===== config.mk =====
export PLATFORM = sky130hd
export DESIGN_NAME = mod_down_counter
export DESIGN_NICKNAME = d
export VERILOG_FILES = /design/src/rtl/mod_down_counter.sv
export SDC_FILE = /design/constraint.sdc
export NUM_CORES = 1
export LEC_CHECK = 0
export CELL_PAD_IN_SITES_DETAIL_PLACEMENT = 1
export CELL_PAD_IN_SITES_GLOBAL_PLACEMENT = 2
export CORE_ASPECT_RATIO = 1.2
export CORE_MARGIN = 1
export CORE_UTILIZATION = 24
export DETAILED_ROUTE_END_ITERATION = 8
export PLACE_DENSITY = 0.82
export SETUP_SLACK_MARGIN = 0.15
export SYNTH_ARGS = -nofsm -noshare
export SYNTH_HDL_FRONTEND = slang
export SYNTH_SLANG_ARGS = --single-unit

===== constraint.sdc =====
create_clock -name clk -period 5.18 [get_ports clk]
set_clock_uncertainty 0.15 [all_clocks]
set_input_delay 0.777 -clock clk [delete_from_list [all_inputs] [get_ports clk]]
set_output_delay 0.777 -clock clk [all_outputs]
set_load 0.01 [all_outputs]

===== src/rtl/mod_down_counter.sv =====
// Modulo-MAX down counter with IDLE/RUN/DONE control, one-shot or periodic reload,
// clamped synchronous preset and a registered one-cycle terminal-count pulse.
module mod_down_counter #(
  parameter int unsigned W   = 4,
  parameter int unsigned MAX = 10
) (
  input  logic         clk,
  input  logic         rst_n,
  input  logic         en,
  input  logic         start,
  input  logic         stop,
  input  logic         oneshot,
  input  logic         load,
  input  logic [W-1:0] load_val,
  output logic [W-1:0] count,
  output logic         tc,
  output logic         busy,
  output logic         done
);

  // MAX may equal 2**W, so MAX-1 is the largest value that must fit in W bits.
  if ((MAX < 2) || (MAX > (2 ** W))) begin : g_bad_param
    $error("mod_down_counter: MAX must satisfy 2 <= MAX <= 2**W");
  end

  localparam logic [W-1:0] CntMax = W'(MAX - 1);

  typedef enum logic [1:0] {
    StIdle = 2'd0,
    StRun  = 2'd1,
    StDone = 2'd2
  } state_e;

  state_e       state_q, state_d;
  logic [W-1:0] count_q, count_d;
  logic         tc_q, tc_d;
  logic [W-1:0] load_clamped;

  // Full-width compare, so no value above MAX-1 can ever be preset.
  assign load_clamped = (load_val > CntMax) ? CntMax : load_val;

  // Next-state logic; priority is stop > load > start > en.
  always_comb begin
    state_d = state_q;
    count_d = count_q;
    tc_d    = 1'b0;
    if (stop) begin
      // Pause semantics: count is kept, only the state returns to idle.
      state_d = StIdle;
    end else if (load) begin
      count_d = load_clamped;
      if (start && (state_q != StRun)) begin
        state_d = StRun;
      end
    end else if (start && (state_q != StRun)) begin
      state_d = StRun;
      count_d = CntMax;
    end else if (en && (state_q == StRun)) begin
      if (count_q == '0) begin
        // oneshot only matters here, at the terminal event.
        tc_d = 1'b1;
        if (oneshot) begin
          state_d = StDone;
        end else begin
          count_d = CntMax;
        end
      end else begin
        count_d = count_q - 1'b1;
      end
    end
  end

  // State, count and tc registers with synchronous active-low reset.
  always_ff @(posedge clk) begin
    if (!rst_n) begin
      state_q <= StIdle;
      count_q <= '0;
      tc_q    <= 1'b0;
    end else begin
      state_q <= state_d;
      count_q <= count_d;
      tc_q    <= tc_d;
    end
  end

  assign count = count_q;
  assign tc    = tc_q;
  assign busy  = (state_q == StRun);
  assign done  = (state_q == StDone);

endmodule


==> impl_metrics.yaml <==
die:
  initial_core_util: 0.267
  core_area_sq_um: 1700
  row_count: 16
  chipHeight_microns: 49.7
  fp.dieW_microns: 41.7
  io_pins: 18
  die_area_sq_um: 2070
cts:
  cts_setup_buffers: 0
  clk_pin_slew_worst_paths_ns: 0.05
  cts_resized: 0
  cts-buffers-inserted: 3
  cts_tree: "done"
  root_buffer: "clkbuf_4"
  htree_levels: 1
  ctsLongestPathBuffers: 2
  insertion_delay_ns: 0.26
  cts_sinks: 7
  cts_hold_buffers: 0
power:
  ir_worst_vdd_mv: 0.125
  intPower_uw: 113
  p_seq_frac: 0.391
  pwr-share-comb: 0.289
  clock_power_share: 0.320
  swShare: 0.302
  p_leak_nw: 0.248
  powerDensity_nw_per_um2: 242
  p_switching_uw: 48.8
grt:
  overflow: 0
  grt_max_degree: 10
  grtUsageTotal: 0.131
  grt_pass1_wl_microns: 2130
  grt_antenna_before_repair: 0
  grt_pass1_vias: 467
timing:
  hold_viol: 0
  fmax_mhz: 427
  whs_ns: 0.373
  relSlewSlack: 0.633
  setup_viol: 0
  drv_slew: 0
  fin_crit_sh: 0.452
  setup_ws_ns: 2.84
  grt_setup_unrepaired: "false"
  setup_tns_ns: 0
  fin_crit_ns: 2.34
  worst_slew_pin_slew_ns: 0.551
synthesis:
  ys.flop_type: "dfxtp_1"
  synth_cell_types: 31
  yosysWarnings: 0
  ys_ff_latch: 7
  synth_mux_area_frac: 0.0220
  synthAdderAreaFrac: 0.0275
  synth-xor-area-share: 0
  synth.top_cell.area_share: 0.309
  avgSynthCellArea_sq_um: 8.73
  synth_top_family_by_area: "compound AO/OA/AOI/OAI gates"
  synth_compound_area_frac: 0.303
  syn_inst: 52
  syn_nets: 64
  synth-simple-area-share: 0.298
  seq_area_frac_synth: 0.309
  syn_area_sq_um: 454
  yosysMostFrequentCell: "dfxtp_1"
  synthTopCellsByArea: "dfxtp_1 (31%), o311a_1 (4.4%), nand2b_1 (4.1%), a22o_1 (3.9%), a221oi_2 (3.3%)"
  synth_async_sr_flop_share: 0
  synthTopCellsByCount: "dfxtp_1 (7), inv_1 (4), nand2_1 (4), nor2_1 (4), nand2b_1 (3)"
  synth_edf_count: 0
  yosysTopAreaCell: "dfxtp_1"
route:
  detail-route-antenna-nets: 0
  wl_per_cell_microns: 13.4
  viasPerCell: 5.40
  vias: 486
  drc_errors: 0
  first_pass_iters: 3
  drtIter0Drc: 2
  wl_microns: 1210
placed_design:
  portBuffers: 17
  place_ws_ns: 2.67
  dp_hpwl_microns: 929
  place.gp.congestion: 0.764
critical_path:
  path_buf_inv: 2
  crit_family: "buffers and inverters"
  crit_fanout: 6
  startpoint_type: "register"
  crit_chain: "nand2b_1 > inv_1 > clkdlybuf4s50_1"
  cp_slowest_cell: "clkdlybuf4s50_1"
  criticalPathCategory: "reg -> out"
  required_ns: 4.25
  arrival_ns: 1.41
  worstSetupEndpointType: "primary output"
  slowest_delay_ns: 0.53
cells_and_area:
  syn2layout_area_growth_pct: 47.4
  drive_gt1_frac: 0.0833
  seq_area_sq_um: 140
  diodes: 0
  fillCellCount: 203
  layout.nets: 85
  multi_input_area_sq_um: 295
flow_run:
  maxCapViolations: 0
worst_hold_path:
  hp-class: "reg -> reg"
outcome:
  status: "completed"
[power groups by stage]
stage               Clock [mW]  Sequential (mW)  Combinational, mW
finish                  0.0518           0.0632             0.0468
global route            0.0554           0.0641             0.0519
CTS                     0.0536           0.0633             0.0475
detailed placement           0           0.0644             0.0469
global placement             0           0.0645             0.0472
floorplan                    0           0.0647             0.0243
[worst reg2reg max path, cell delays in order (launching register included)]
cell,delay [ns]
dfxtp_1,0.34
inv_1,0.09
ha_1,0.20
nor3b_2,0.32
a2111oi_0,0.12
or4_1,0.50
o211ai_2,0.07
[cell usage in the layout (no fill, tap or decap), drive strengths merged, types with 2 or more instances in the layout]
| cell | count |
|---|---|
| nor2 | 4 |
| o311a | 2 |
| inv | 4 |
| clkbuf | 4 |
| nor3 | 2 |
| clkdlybuf4s50 | 17 |
| nand2 | 4 |
| dfxtp | 7 |
| a221oi | 2 |
| nor3b | 2 |
| a22o | 2 |
| nand2b | 3 |
| o211ai | 2 |
| o21ai | 2 |
[metrics by stage]
stage               cells  utilization  power (mW)  instance area (sq um)
detailed placement     86        0.378       0.111                    643
CTS                    90        0.393       0.164                    669
finish                 90        0.393       0.162                    669
global placement       86        0.378       0.112                    643
global route           90        0.393       0.171                    669
floorplan              52            -      0.0890                    454
[cell families (layout without fill, tap and decap cells)]
| kind of cell | after synthesis | in the layout |
|---|---|---|
| muxes | 1 | 1 |
| and+or+nand+nor | 22 | 22 |
| buffers and inverters | 5 | 25 |
| AOI/OAI and AO/OA | 16 | 16 |
| DFF | 7 | 7 |
| adders and majority gates | 1 | 1 |
[final cells by class]
class	instances	share of cell area
Multi-Input combinational cell	40	0.441
Timing Repair Buffer	17	0.254
Sequential cell	7	0.209
Clock buffer	4	0.0393
Tap cell	18	0.0336
Inverter	4	0.0224
[routing by layer]
| layer | global-route usage | wire, microns | vias to the layer above |
|---|---|---|---|
| met5 | 0 | 0 | - |
| met4 | 0.0645 | 18 | 0 |
| met3 | 0.0256 | 72 | 2 |
| met2 | 0.203 | 562 | 18 |
| met1 | 0.171 | 557 | 224 |
| li1 | - | - | 242 |
[flip-flops by register name, summed over array words and instances (netlist names)]
signal and flops:
count 4, state_q 2, tc 1
[worst paths after layout]
check	startpoint	end	slack (ns)	cells after the start
worst max-delay path	state_q[1]	busy	2.84	3
worst min register to register	state_q[1]	state_q[1]	0.37	2
worst min-delay path	state_q[1]	state_q[1]	0.37	2
worst max register to register	count[0]	count[3]	3.34	6
Note: power is estimated with default switching activity, not from simulation.
